File: config.mk
export PLATFORM = sky130hd
export DESIGN_NAME = issue_age_sched
export DESIGN_NICKNAME = d
export VERILOG_FILES = /design/src/rtl/issue_age_sched.sv
export SDC_FILE = /design/constraint.sdc
export NUM_CORES = 1
export LEC_CHECK = 0
export ABC_AREA = 1
export BUFFER_PORTS_ARGS = -buffer_cell sky130_fd_sc_hd__buf_4
export CAP_MARGIN = 20
export CORE_ASPECT_RATIO = 0.5
export CORE_UTILIZATION = 40
export DETAILED_ROUTE_END_ITERATION = 8
export PLACE_DENSITY = 0.58
export SLEW_MARGIN = 15
export SYNTH_ARGS = -nofsm -noshare
export SYNTH_HDL_FRONTEND = slang
export SYNTH_SLANG_ARGS = --single-unit
File: constraint.sdc
create_clock -name CLK -period 5 [get_ports CLK]
set_input_delay 0 -clock CLK [delete_from_list [all_inputs] [get_ports CLK]]
set_output_delay 0 -clock CLK [all_outputs]
set_load 0.005 [all_outputs]
File: src/rtl/issue_age_sched.sv
// rtl/issue_age_sched.sv - age-matrix issue scheduler granting the oldest ready FU slot
module issue_age_sched #(
  parameter int NUM_FU = 5,
  parameter int IDX_W  = $clog2(NUM_FU)
) (
  input  logic              CLK,
  input  logic              nRST,
  input  logic [NUM_FU-1:0] alloc,
  input  logic [NUM_FU-1:0] rdy,
  input  logic [NUM_FU-1:0] done,
  input  logic [NUM_FU-1:0] flush,
  input  logic              freeze,
  output logic [NUM_FU-1:0] grant,
  output logic              grant_valid,
  output logic [IDX_W-1:0]  grant_idx,
  output logic [NUM_FU-1:0] busy,
  output logic [NUM_FU-1:0] in_ex
);

  localparam logic [1:0] ST_EMPTY = 2'd0;
  localparam logic [1:0] ST_WAIT  = 2'd1;
  localparam logic [1:0] ST_EX    = 2'd2;

  logic [NUM_FU-1:0][1:0]        state;
  logic [NUM_FU-1:0][1:0]        state_nxt;
  // older[i][j] = 1 when slot i holds an older instruction than slot j
  logic [NUM_FU-1:0][NUM_FU-1:0] older;
  logic [NUM_FU-1:0][NUM_FU-1:0] older_nxt;
  logic [NUM_FU-1:0]             new_alloc;
  logic [NUM_FU-1:0]             cand;
  logic [NUM_FU-1:0]             blocked;
  logic [NUM_FU-1:0]             unblocked;
  logic [NUM_FU-1:0]             pool;

  // Arbitration: a candidate wins when no older candidate exists; lowest index breaks any corrupt-matrix tie
  always_comb begin
    cand    = '0;
    blocked = '0;
    for (int i = 0; i < NUM_FU; i++) begin
      cand[i] = (state[i] == ST_WAIT) && rdy[i] && !flush[i];
    end
    for (int i = 0; i < NUM_FU; i++) begin
      for (int j = 0; j < NUM_FU; j++) begin
        if (cand[j] && older[j][i]) blocked[i] = 1'b1;
      end
    end
    unblocked = cand & ~blocked;
    pool      = (unblocked != '0) ? unblocked : cand;
    grant     = freeze ? '0 : (pool & (~pool + NUM_FU'(1)));
  end

  // Grant encoding and per-slot status decode
  always_comb begin
    grant_valid = |grant;
    grant_idx   = '0;
    busy        = '0;
    in_ex       = '0;
    for (int k = 0; k < NUM_FU; k++) begin
      if (grant[k]) grant_idx = IDX_W'(k);
      busy[k]  = (state[k] != ST_EMPTY);
      in_ex[k] = (state[k] == ST_EX);
    end
  end

  // Per-slot next state; flush overrides everything, done+alloc reuses an EX slot back to back
  always_comb begin
    state_nxt = state;
    new_alloc = '0;
    for (int i = 0; i < NUM_FU; i++) begin
      if (flush[i]) begin
        state_nxt[i] = ST_EMPTY;
      end else begin
        case (state[i])
          ST_EMPTY: begin
            if (alloc[i]) begin
              state_nxt[i] = ST_WAIT;
              new_alloc[i] = 1'b1;
            end
          end
          ST_WAIT: begin
            if (grant[i]) state_nxt[i] = ST_EX;
          end
          ST_EX: begin
            if (done[i]) begin
              state_nxt[i] = alloc[i] ? ST_WAIT : ST_EMPTY;
              new_alloc[i] = alloc[i];
            end
          end
          default: state_nxt[i] = ST_EMPTY;
        endcase
      end
    end
  end

  // Age update: released slots drop out of the order, new slots become youngest (lower index older among peers)
  always_comb begin
    older_nxt = older;
    for (int i = 0; i < NUM_FU; i++) begin
      for (int j = 0; j < NUM_FU; j++) begin
        if (i == j || state_nxt[i] == ST_EMPTY || state_nxt[j] == ST_EMPTY) begin
          older_nxt[i][j] = 1'b0;
        end else if (new_alloc[i] && new_alloc[j]) begin
          older_nxt[i][j] = (i < j);
        end else if (new_alloc[i]) begin
          older_nxt[i][j] = 1'b0;
        end else if (new_alloc[j]) begin
          older_nxt[i][j] = 1'b1;
        end
      end
    end
  end

  // State and age registers, cleared asynchronously
  always_ff @(posedge CLK or negedge nRST) begin
    if (!nRST) begin
      state <= '0;
      older <= '0;
    end else begin
      state <= state_nxt;
      older <= older_nxt;
    end
  end

endmodule

* After elaboration in Yosys (flattened, before gate mapping)
Cells that the tools add are included.
** Word-level totals
- Input port bits :: 23
- Logic and storage cells :: 263
- Register bits :: 30
- Output and inout bits :: 19
** Operators by class
- Add/sub/neg operators :: 1
- Bitwise gates (word level) :: 4
- Equality and inequality tests :: 10
- Mux-type cells :: 141
- Reductions and logical operators :: 82
** Operators by type and width (number)
- two-way mux 1 bit :: 106
- two-way mux 2 bit :: 21
- logical AND 1 bit :: 40
- nonzero test 4 bit :: 10
- one-hot mux 2 bit (3 select lines) :: 5
- logical NOT 2 bit :: 10
- AND 5 bit :: 2
- == test 2 x 1 -> 1 bit (second input constant) :: 5
- == test 2 bit (second input constant) :: 5
- logical OR 1 bit :: 10
- two-way mux 5 bit :: 2
- NOT 5 bit :: 2
- one-hot mux 1 bit (2 select lines) :: 5
- nonzero test 2 bit :: 5
- two-way mux 3 bit :: 2
- adder 5 x 1 -> 5 bit (second input constant) :: 1
- logical NOT 1 bit :: 5
- nonzero test 5 bit :: 1
- OR reduction 5 bit :: 1

* Depth between registers and ports, before layout
Gate-level depths: netlist of the first run.
- Word-level depth :: 22
- Gate-level depth with buffers :: 19
- Depth with buffers taken out :: 19

* Worst setup path after synthesis of the first run
Ideal clock, no wire load.
- Path type :: register to register
- From :: reg state[1] (netlist name)
- To :: reg older[15] (netlist name)
- Buffers on the path :: 0
- Setup slack :: 3.031 ns
- Setup time :: 0.121 ns
- Clock period less this slack :: 1.969 ns
- Arrival time :: 1.848 ns
- Required time :: 4.879 ns
- Stages on the path, launching flop included :: 18
- Cells stage by stage :: dfrtp_1 -> inv_2 -> nand2_1 -> nor2_4 -> nand2_1 -> nand2_1 -> inv_1 -> nand2_2 -> nand2_2 -> nor2_4 -> nand3_2 -> nand2_2 -> nand2_1 -> nand3_1 -> a21oi_1 -> or2_4 -> nand2_1 -> nor2_1
** RTL lines
- start, declared :: RTL line 24 : logic [NUM_FU-1:0][1:0] state;
- start signal, assigned :: RTL line 119 : state <= state_nxt;
- end signal, assigned :: RTL line 120 : older <= older_nxt;
- end, declared :: RTL line 27 : logic [NUM_FU-1:0][NUM_FU-1:0] older;

==> results of run 1 <==
-- layout make-up --
cell class,instances,share of cell area
Multi-Input combinational cell,197,0.393
Sequential cell,30,0.298
Timing Repair Buffer,44,0.134
Inverter,65,0.0969
Clock buffer,6,0.0328
Tap cell,66,0.0328
Clock inverter,1,0.0119
-- path summary, 6_finish.rpt --
check,endpoint
max,state[1]$_DFF_PN0_
max in group asynchronous,state[5]$_DFF_PN0_
min reg2reg,older[15]$_DFFE_PN0P_
min in group asynchronous,older[21]$_DFFE_PN0P_
min,state[2]$_DFF_PN0_
max reg2reg,state[1]$_DFF_PN0_
-- per-layer routing --
layer  wire length [um]  global-route usage  up-vias
met4                 61              0.0500        0
met3                384              0.0403        9
met2               2150               0.339       62
met5                  0                   0        -
met1               2700               0.336      873
li1                   -                   -      993
-- state kept, by name (all words and copies together), names as in the netlist --
| name | count |
|---|---|
| older | 20 |
| state | 10 |
-- synth_stat cells (all sizes together) --
cell     n  area (um^2)
nor3     1         5.00
buf      1         7.51
nand2   79          342
clkinv   1         3.75
o21ai   23          123
inv     64          240
nand4    4         25.0
nor2    53          254
o22ai    1         6.26
nand3   25          145
nand3b   1         20.0
dfrtp   30          751
or2      2         15.0
o211ai   5         37.5
a21oi    3         18.8
-- cells by family (layout without fill, tap and decap cells) --
kind of cell	Yosys count	in the layout	share of synthesized area
AO/OA/AOI/OAI	32	32	0.0929
AND/OR/NAND/NOR	165	165	0.404
buffers and inverters	66	116	0.126
flip-flops	30	30	0.377
-- power breakdown --
| group | total, mW | switching (mW) | leakage [nW] | internal [mW] |
|---|---|---|---|---|
| clock network | 0.250 | 0.0911 | 0.0573 | 0.159 |
| registers | 0.256 | 0.00547 | 0.412 | 0.251 |
| logic | 0.141 | 0.0860 | 0.958 | 0.0554 |
-- through the flow --
| stage | setup WS, ps | std cells | hold WS (ps) | total power [mW] |
|---|---|---|---|---|
| 3_3_place_gp | 2650 | 399 | -47.5 | 0.400 |
| 4_1_cts | 2520 | 409 | 15.2 | 0.655 |
| 2_1_floorplan | 3030 | 293 | -296 | 0.342 |
| 5_1_grt | 2340 | 409 | 30.6 | 0.683 |
| 6_report | 2530 | 409 | 18.4 | 0.648 |
| 3_5_place_dp | 2660 | 399 | -40.6 | 0.402 |
-- cell usage in the layout (no fill, tap or decap), drive strengths merged, types with 2 or more instances in the layout --
master and instances:
nand4 4, dlygate4sd3 3, buf 41, o211ai 5, nand2 79, nand3 25, or2 2, o21ai 23
nor2 53, clkbuf 6, a21oi 3, dfrtp 30, inv 64
-- critical path: cells and delay by family (launching register included) --
kind            cells  cell delay, ps
buf+inv             3             700
simple gates       10            1130
compound gates      1             200
flops               1             370
==> impl_summary.txt, run 1 <==
----------------------------------------------------
[Clock network]
  Post-CTS setup buffer count ... 0
  Clock tree from TritonCTS ... done
  Clock sink total ... 30
  Number of buffers between clock root and the deepest sink ... 2
  Cts bufs inserted ... 5
  Cells resized by post-CTS repair ... 0
  Root buffer cell ... clkbuf_8
  Clock-pin slew reported for the worst setup and hold paths after clock tree synthesis ... around 60 ps
  H-tree lvl count ... 2
  Clock latency on the worst-skew pair ... approximately 280 ps
  Post-CTS Hold Fix Bufs ... 3

[Synth]
  Netlist area before placement ... roughly 2000 um^2
  Cell variety after synth ... 25
  Gate Count Post-Synth ... ~290
  Count of state elements after synthesis ... 30
  Synthesized Nets ... 316
  Synth warn ... 0
  Sequential element share of the synthesized area ... 0.377
  Average instance area after synthesis ... 6.80 um^2

[Placed design]
  IO buf count ... 41
  RePlAce Congestion ... 0.942
  Sum of net half-perimeters after detailed placement ... between 4000 and 5000 um
  Cell Area, Placed ... approximately 2400 um^2

[Setup path]
  Cells traversed along the worst timing path ... inv_2, nand2_1, nor2_4, nand2_1, nand2_1, inv_1, nand2_2, nand2_2, nor2_4, nand3_2, nand2_2, nand2_1, a21oi_1, dlygate4sd3_1
  Slowest cell on crit path ... dlygate4sd3_1
  Reg2reg path depth ... 14
  Worst setup SP type ... register
  Largest fanout on the critical path ... 7
  Worst-case register-to-register setup slack ... around 2500 ps
  Kind of critical path ... reg -> reg
  Type of destination of the critical path ... register
  Most frequent cell on the critical path ... nand2_1
  CP startpoint ... state[1]$_DFF_PN0_
  CP Data Arrival Time ... 2690 ps
  Delay contributed by the slowest stage of the critical path ... 570 ps
  Worst endpoint required time ... 5220 ps
  Worst reg2reg path startpoint ... state[1]$_DFF_PN0_

[Finish]
  Antenna Diode Count ... 0
  # nets final ... 366
  Fillers ... 486
  Syn-to-layout area delta ... 26.4%
  Footprint of the multi-input gates ... 991 um^2
  Utilization after layout ... 0.548
  Fraction of final layout cells with drive strength greater than 1 ... 0.262
  Post-route design area ... around 2500 um^2
  Reg area ... around 750 um^2

[Timing]
  Unrepaired setup endpoints after global routing ... false
  Fmax achieved ... ~410 MHz
  Final worst clock skew ... between 6 and 7 ps
  Transition time at the pin with the least slew margin ... roughly 420 ps
  Crit path time final ... 2470 ps
  Worst slew slack as a fraction of its limit ... 0.717
  Number of max-slew violations in the final report ... 0
  Final Hold Fails ... 0
  Total Neg Setup Slack ... 0 ps
  Ratio of final minimum period to clock period ... 0.494
  Final setup violation count ... 0

[Die]
  Area of the die ... about 5300 um^2
  Starting utilization of the core area ... 0.434
  Total core area ... 4590 um^2
  Vertical extent of the die ... 51.9 um
  Top Ports ... between 40 and 50
  Count of standard-cell rows ... 17
  Die extent in x ... 102 um

[Global route]
  Vias in the first global route ... 1856
  Wire length of the first global-routing pass ... roughly 9000 um
  Maximum number of pins on one net before global-route repair ... 31
  Antenna violations before repair ... 0
  Overall overflow remaining after global route ... 0
  All-Layer GR Usage ... 0.225

[Hold path]
  Worst min-delay path startpoint ... flush[1]
  Worst hold path cell count ... 4
  Kind of path behind the tightest hold check ... in -> reg

[Pwr]
  Leakage Power ... 1.43 nW
  Highest ir drop seen on vdd ... ~0.16 mV
  Total power density per cell area ... 257 nW/um^2

[Routing]
  Sum of routed wire length over all layers ... about 5300 um
  Drt via density ... ~4.7
  Routed via count ... around 1900
  Total iterations of the first detailed-routing run ... 4
  Number of nets with antenna violations after routing ... 0
  Detailed-route wire length per cell ... 12.9 um
  Residual DRC count ... 0
  Violation count after the first detailed-route iteration ... 88

[Run]
  Max-Cap Viols ... 0

[Status]
  Result of the run ... complete, no violations

----------------------------------------------------
Note: power is estimated with default switching activity, not from simulation.
==> run 2, diff against run 1 <==
--- a/config.mk
+++ b/config.mk
@@ -11,7 +11,7 @@
 export CORE_ASPECT_RATIO = 0.5
 export CORE_UTILIZATION = 40
 export DETAILED_ROUTE_END_ITERATION = 8
-export PLACE_DENSITY = 0.58
+export PLACE_DENSITY = 0.6
 export SLEW_MARGIN = 15
 export SYNTH_ARGS = -nofsm -noshare
 export SYNTH_HDL_FRONTEND = slang
==> constraint.sdc (replaced) <==
create_clock -name CLK -period 2.18 [get_ports CLK]
set_input_delay 0 -clock CLK [delete_from_list [all_inputs] [get_ports CLK]]
set_output_delay 0 -clock CLK [all_outputs]
set_load 0.005 [all_outputs]
==> impl_summary.txt, run 2 (same netlist as run 1, synthesis figures left out) <==
----------------------------------------------------
[Finish]
  Post-route design area ... 3150 um^2 (+25%)
  # nets final ... 416 (+14%)
  Highest-count cells in the layout ignoring fill and taps ... 81 x buf_4, 54 x inv_1, 45 x nand2_1
  Commonest non-fill, non-tap cell in the layout ... buf_4
  Utilization after layout ... 0.686 (+0.138)
  Registers with the most flip-flops ... older: 20 flops, state: 10 flops
  Register with the highest flop count ... older
  Antenna Diode Count ... 0 (unchanged)
  Non-filler cells, final ... 460 (+12%)
  Syn-to-layout area delta ... 58.1%
  Max FFs per register ... 20 (unchanged)
  Fraction of final layout cells with drive strength greater than 1 ... 0.467 (+0.205)

[Timing]
  Final setup violation count ... 32 (+32)
  Final Hold Fails ... 0 (unchanged)
  Crit path time final ... 2400 ps
  Worst slew slack as a fraction of its limit ... 0.660 (-0.0570)
  Fmax achieved ... 416 MHz
  Transition time at the pin with the least slew margin ... 507 ps (+85.1 ps)
  Number of max-slew violations in the final report ... 0 (unchanged)
  Worst hold slack across all endpoints ... 53.9 ps (+35.5 ps)
  Unrepaired setup endpoints after global routing ... true
  Ratio of final minimum period to clock period ... 1.10
  Final worst clock skew ... 6.15 ps (-0.132 ps)
  Total Neg Setup Slack ... -4280 ps (-4280 ps)
  Final setup slack of the worst path ... -224 ps (-2760 ps)

[Clock network]
  Cts bufs inserted ... 5 (unchanged)
  Root buffer cell ... clkbuf_8
  H-tree lvl count ... 2 (unchanged)
  Number of buffers between clock root and the deepest sink ... 2 (unchanged)
  Clock-pin slew reported for the worst setup and hold paths after clock tree synthesis ... 70 ps (about the same)
  Clock tree from TritonCTS ... done
  Clock sink total ... 30 (unchanged)
  Clock latency on the worst-skew pair ... 290 ps (about the same)

[Placed design]
  Sum of net half-perimeters after detailed placement ... 4410 um (+4.5%)
  RePlAce Congestion ... 0.885 (-6.0%)
  Cell Area, Placed ... 2610 um^2 (+9.8%)
  IO buf count ... 41 (unchanged)
  Instance count after placement with tap cells included ... 430 (+7.8%)
  Worst slack at placement ... -145 ps (-2800 ps)

[Status]
  Result of the run ... finished, violations left
  Violations in the final reports ... negative setup slack

[Routing]
  Sum of routed wire length over all layers ... 6110 um (+15%)
  Routed via count ... 2198 (+13%)
  Detailed-route wire length per cell ... 13.3 um (+2.6%)
  Total iterations of the first detailed-routing run ... 4 (unchanged)
  Residual DRC count ... 0 (unchanged)
  Violation count after the first detailed-route iteration ... 85 (-3.4%)
  Drt via density ... 4.78 (+0.89%)
  Number of nets with antenna violations after routing ... 0 (unchanged)

[Hold path]
  Hold path endpoint ... state[9]$_DFF_PN0_
  Kind of path behind the tightest hold check ... in -> reg
  Worst hold path cell count ... 4 (unchanged)
  Worst min-delay path startpoint ... done[4]

[Die]
  Die extent in x ... 102 um (unchanged)
  Count of standard-cell rows ... 17 (unchanged)
  Area of the die ... 5290 um^2 (unchanged)
  Top Ports ... 42 (unchanged)
  Total core area ... 4590 um^2 (unchanged)
  Starting utilization of the core area ... 0.434 (unchanged)
  Vertical extent of the die ... 51.9 um (unchanged)

[Global route]
  Met1 global-route usage ... 0.335 (-0.000842)
  Overall overflow remaining after global route ... 0 (unchanged)
  Vias in the first global route ... 2102 (+13%)
  Most heavily used metal layer in global routing ... met2
  Maximum number of pins on one net before global-route repair ... 31 (unchanged)
  Met3 Usage GRT ... 0.0484 (+0.00806)
  Wire length of the first global-routing pass ... 9870 um (+12%)
  Routing usage on met2 ... 0.426 (+0.0867)
  All-Layer GR Usage ... 0.252 (+0.0264)
  Antenna violations before repair ... 0 (unchanged)

[Setup path]
  Delay contributed by the slowest stage of the critical path ... 410 ps (-160 ps)
  Worst reg2reg path startpoint ... state[7]$_DFF_PN0_
  Cells traversed along the worst timing path ... nor2_4, nand4_1, nand2_1, inv_1, nand2_2, nand2_2, nor2_4, nand2_2, o21ai_4, inv_2, nand3_4, buf_6, inv_4, nor2_4, o211ai_1, buf_4
  Worst endpoint required time ... 2180 ps (-3040 ps)
  CP Data Arrival Time ... 2400 ps (-290 ps)
  Largest fanout on the critical path ... 5 (-2)
  Worst setup SP type ... register
  Reg2reg path depth ... 18 (+4)
  FF-to-FF End ... older[21]$_DFFE_PN0P_
  Slowest cell on crit path ... dfrtp_1
  Type of destination of the critical path ... output pin
  Worst-case register-to-register setup slack ... -180 ps (-2710 ps)
  Kind of critical path ... reg -> out

[Pwr]
  Leakage Power ... 1.74 nW (+22%)
  Total Power Consumption ... 1.54 mW (+140%)
  Total power density per cell area ... 490 nW/um^2 (+90%)
  Highest ir drop seen on vdd ... 0.293 mV (+84%)

[Run]
  Max-Cap Viols ... 0 (unchanged)

----------------------------------------------------
[run 2: how the worst max path moves through the flow]
stage                     cells past startpoint               start                    end  slack (ps)
after CTS                                    17  state[8]$_DFF_PN0_            grant_valid        -220
after floorplan                              17  state[1]$_DFF_PN0_  older[15]$_DFFE_PN0P_         210
after global placement                       18  state[1]$_DFF_PN0_   older[5]$_DFFE_PN0P_        -110
final                                        16  state[7]$_DFF_PN0_            grant_valid        -220
after global routing                         19  state[6]$_DFF_PN0_  older[20]$_DFFE_PN0P_        -350
after detailed placement                     18  state[1]$_DFF_PN0_  older[15]$_DFFE_PN0P_        -140
[run 2: worst max-delay path, delay by kind of cell, from the launching register on]
| family | cells | cell delay [ps] |
|---|---|---|
| flip-flops | 1 | 410 |
| AND/OR/NAND/NOR | 9 | 1050 |
| AO/OA/AOI/OAI | 2 | 240 |
| buffers and inverters | 5 | 400 |
[run 2: cell type report]
class / instances / area (um^2)
fill: 410 / 1440
multi-input combinational: 197 / 1220
timing repair buffer: 94 / 759
sequential: 30 / 751
inverter: 65 / 246
clock buffer: 6 / 82.6
tap: 66 / 82.6
clock inverter: 2 / 12.5
[run 2: report_power, final]
| part | internal (mW) | switching [mW] | total, mW |
|---|---|---|---|
| Sequential | 0.575 | 0.0123 | 0.587 |
| Combinational | 0.213 | 0.264 | 0.477 |
| Clock | 0.253 | 0.227 | 0.480 |
[run 2: routing by layer]
layer | part of all wire | vias up
li1 | - | 1094
met1 | 0.48 | 1053
met2 | 0.47 | 43
met3 | 0.040 | 8
met4 | 0.012 | 0
met5 | 0 | -
[run 2: repair_timing]
item                                    in CTS  in global routing
endpoints found under the setup margin      28                 37
hold endpoints to repair                    32                  0
resized for setup                           46                 28
pin swaps                                   25                 26
hold buffers                                 3                  0
buffers inserted                            14                  7
==> run 3, diff against run 2 <==
--- a/config.mk
+++ b/config.mk
@@ -5,13 +5,12 @@
 export SDC_FILE = /design/constraint.sdc
 export NUM_CORES = 1
 export LEC_CHECK = 0
-export ABC_AREA = 1
 export BUFFER_PORTS_ARGS = -buffer_cell sky130_fd_sc_hd__buf_4
 export CAP_MARGIN = 20
 export CORE_ASPECT_RATIO = 0.5
 export CORE_UTILIZATION = 40
 export DETAILED_ROUTE_END_ITERATION = 8
-export PLACE_DENSITY = 0.6
+export PLACE_DENSITY = 0.61
 export SLEW_MARGIN = 15
 export SYNTH_ARGS = -nofsm -noshare
 export SYNTH_HDL_FRONTEND = slang
==> impl_summary.txt, run 3 <==
----------------------------------------------------
[Setup path]
  Slowest cell on crit path ... a222oi_1
  Delay contributed by the slowest stage of the critical path ... 390 ps (-20 ps)
  Worst setup SP type ... register
  Worst endpoint required time ... 2360 ps (+180 ps)
  Kind of critical path ... reg -> reg
  CP Data Arrival Time ... 2380 ps (-20 ps)
  Cells traversed along the worst timing path ... nor4bb_2, buf_4, a222oi_1, and3_4, nor4b_4, o21a_4, buf_6, a2111oi_4
  Type of destination of the critical path ... register
  Largest fanout on the critical path ... 6 (+1)

[Status]
  Violations in the final reports ... negative setup slack
  Result of the run ... finished, violations left

[Synth]
  Asr flop ratio synth ... 1.00 (unchanged)
  Netlist area before placement ... 1810 um^2 (-9.2%)
  Top cells by instance count after synthesis ... 32 x nor2_1, 30 x dfrtp_1, 30 x nand2_1
  Synthesized Nets ... 228 (-28%)
  Top cell type's share of synthesized area ... 0.415 (+0.0383)
  XOR/XNOR share of the synthesized area ... 0 (unchanged)
  Post-synthesis mux area share ... 0.00622 (+0.00622)
  Main combinational cell family by area after synthesis ... simple AND/OR/NAND/NOR gates
  Dominant cell by count in the synthesized netlist ... nor2_1
  Synth warn ... 0 (unchanged)
  Most used flip-flop cell after synthesis ... dfrtp_1
  Simple-gate area share of the yosys netlist ... 0.324 (-0.0799)
  Count of state elements after synthesis ... 30 (unchanged)
  Most area-hungry cell type in the Yosys netlist ... dfrtp_1
  Sequential element share of the synthesized area ... 0.415 (+0.0383)
  Number of enable flip-flop cells after synthesis ... 0 (unchanged)
  Top cells by area in the synthesized netlist ... dfrtp_1 41%, nor2_1 6.6%, nand2_1 6.2%
  Gate Count Post-Synth ... 205 (-30%)
  Cell variety after synth ... 43 (+72%)
  Fraction of the mapped netlist area in compound gates ... 0.222 (+0.129)
  Average instance area after synthesis ... 8.83 um^2 (+30%)
  Adder and majority gate portion of the synthesized area ... 0 (unchanged)

[Routing]
  Detailed-route wire length per cell ... 15.7 um (+18%)
  Routed via count ... 1791 (-19%)
  Violation count after the first detailed-route iteration ... 128 (+51%)
  Number of nets with antenna violations after routing ... 0 (unchanged)
  Sum of routed wire length over all layers ... 5190 um (-15%)
  Residual DRC count ... 0 (unchanged)
  Drt via density ... 5.41 (+13%)
  Total iterations of the first detailed-routing run ... 5 (+1)

[Pwr]
  Leakage Power ... 1.16 nW (-33%)
  Clock network fraction of total power ... 0.301 (-0.010)
  Total power density per cell area ... 543 nW/um^2 (+11%)
  Portion of total power attributed to combinational logic ... 0.278 (-0.031)
  Internal Pwr Total ... 995 uW (-4.4%)
  Switching share of power ... 0.290 (-0.0357)
  Highest ir drop seen on vdd ... 0.234 mV (-20%)
  Sequential group share of total power ... 0.421 (+0.041)
  Sw Pwr ... 407 uW (-19%)

[Timing]
  Final setup violation count ... 2 (-94%)
  Fmax achieved ... 453 MHz (+8.8%)
  Crit path time final ... 2210 ps (-195 ps)
  Final setup slack of the worst path ... -28.9 ps (+195 ps)
  Unrepaired setup endpoints after global routing ... true
  Transition time at the pin with the least slew margin ... 563 ps (+56.0 ps)
  Ratio of final minimum period to clock period ... 1.01 (-0.0894)
  Final worst clock skew ... 4.52 ps (-1.62 ps)
  Worst slew slack as a fraction of its limit ... 0.624 (-0.0359)
  Final Hold Fails ... 0 (unchanged)
  Number of max-slew violations in the final report ... 0 (unchanged)

[Clock network]
  Root buffer cell ... clkbuf_8
  Clock-pin slew reported for the worst setup and hold paths after clock tree synthesis ... 60 ps (about the same)
  Number of buffers between clock root and the deepest sink ... 2 (unchanged)
  Clock sink total ... 30 (unchanged)
  Clock tree from TritonCTS ... done
  H-tree lvl count ... 2 (unchanged)
  Clock latency on the worst-skew pair ... 280 ps (about the same)
  Cts bufs inserted ... 5 (unchanged)

[Global route]
  Wire length of the first global-routing pass ... 8150 um (-17%)
  Antenna violations before repair ... 0 (unchanged)
  Maximum number of pins on one net before global-route repair ... 31 (unchanged)
  Vias in the first global route ... 1663 (-21%)
  Overall overflow remaining after global route ... 0 (unchanged)
  All-Layer GR Usage ... 0.220 (-0.0320)

[Finish]
  Antenna Diode Count ... 0 (unchanged)
  Register with the highest flop count ... older
  Syn-to-layout area delta ... 42.9%
  Highest-count cells in the layout ignoring fill and taps ... 56 x buf_4, 32 x nor2_1, 29 x dfrtp_1
  Registers with the most flip-flops ... older: 20 flops, state: 10 flops
  Max FFs per register ... 20 (unchanged)
  # nets final ... 300 (-28%)
  Fraction of final layout cells with drive strength greater than 1 ... 0.372 (-0.0952)
  Utilization after layout ... 0.630 (-0.0561)
  Commonest non-fill, non-tap cell in the layout ... buf_4

[Run]
  Max-Cap Viols ... 0 (unchanged)

[Die]
  Starting utilization of the core area ... 0.441 (+0.00703)
  Area of the die ... 4810 um^2 (-9.0%)
  Total core area ... 4100 um^2 (-11%)
  Die extent in x ... 97.1 um (-4.6%)
  Count of standard-cell rows ... 16 (-1)
  Vertical extent of the die ... 49.6 um (-4.5%)
  Top Ports ... 42 (unchanged)

[Placed design]
  Sum of net half-perimeters after detailed placement ... 3570 um (-19%)
  Worst slack at placement ... 74.7 ps (+219 ps)
  RePlAce Congestion ... 0.887 (+0.19%)
  IO buf count ... 41 (unchanged)

[Hold path]
  Kind of path behind the tightest hold check ... in -> reg

----------------------------------------------------
-- run 3: cell type report --
class	instances	area [um^2]
inverter	4	17.5
fill	356	1520
timing repair buffer	71	579
multi-input combinational	165	1090
clock buffer	7	76.3
tap	54	67.6
sequential	30	752
-- run 3: cells by family after synthesis --
logic type / after synthesis
DFF: 30
and+or+nand+nor: 111
AOI/OAI and AO/OA: 53
muxes: 1
buffers and inverters: 10
-- run 3: metal layers --
layer  share of wire  wire length (um)  vias to the layer above  track usage
met4           0.012                63                        0       0.0647
met1            0.50              2600                      850        0.321
met3           0.050               259                        8       0.0482
li1                -                 -                      872            -
met2            0.44              2270                       61        0.326
met5               0                 0                        -            0
-- run 3: critical path: cells and delay by family, from the launching register on --
kind / cells / cell delay, ps
flops: 1 / 370
simple gates: 3 / 530
compound gates: 3 / 920
buf+inv: 2 / 290
-- run 3: per-stage QoR --
step	cells	hold slack [ps]	instance area (um^2)	TNS (ps)	power, mW
after floorplan	205	-296	1810	0	0.781
after CTS	328	8.42	2480	-18.1	1.39
after detailed placement	306	-44.8	2230	0	0.934
final	331	13.0	2580	-57.1	1.40
after global routing	331	10.1	2580	-685	1.48
after global placement	306	-48.2	2230	0	0.929
-- run 3: power by group through the flow --
stage          Sequential, mW  Clock (mW)  Combinational [mW]
6_report                0.591       0.422               0.390
5_1_grt                 0.593       0.466               0.423
4_1_cts                 0.590       0.431               0.370
3_5_place_dp            0.600           0               0.334
3_3_place_gp            0.599           0               0.330
2_1_floorplan           0.602           0               0.179
-- run 3: worst paths after layout --
kind | start | to | slack, ps | depth (start not counted)
worst min-delay path | flush[0] | state[1]$_DFF_PN0_ | 10 | 3
worst max-delay path | state[2]$_DFF_PN0_ | state[2]$_DFF_PN0_ | -30 | 8
worst max register to register | state[2]$_DFF_PN0_ | state[2]$_DFF_PN0_ | -30 | 8
min in group asynchronous | nRST | state[8]$_DFF_PN0_ | 200 | 2
worst min register to register | state[5]$_DFF_PN0_ | state[4]$_DFF_PN0_ | 510 | 1
max in group asynchronous | nRST | state[5]$_DFF_PN0_ | 1660 | 2
-- run 3: timing repair --
item                       CTS  global route
setup endpoints to repair    8            11
buffers inserted             7             4
pin swaps                    9             8
gates resized for setup     10            20
hold buffers                 8             0
hold endpoints to repair    37             0
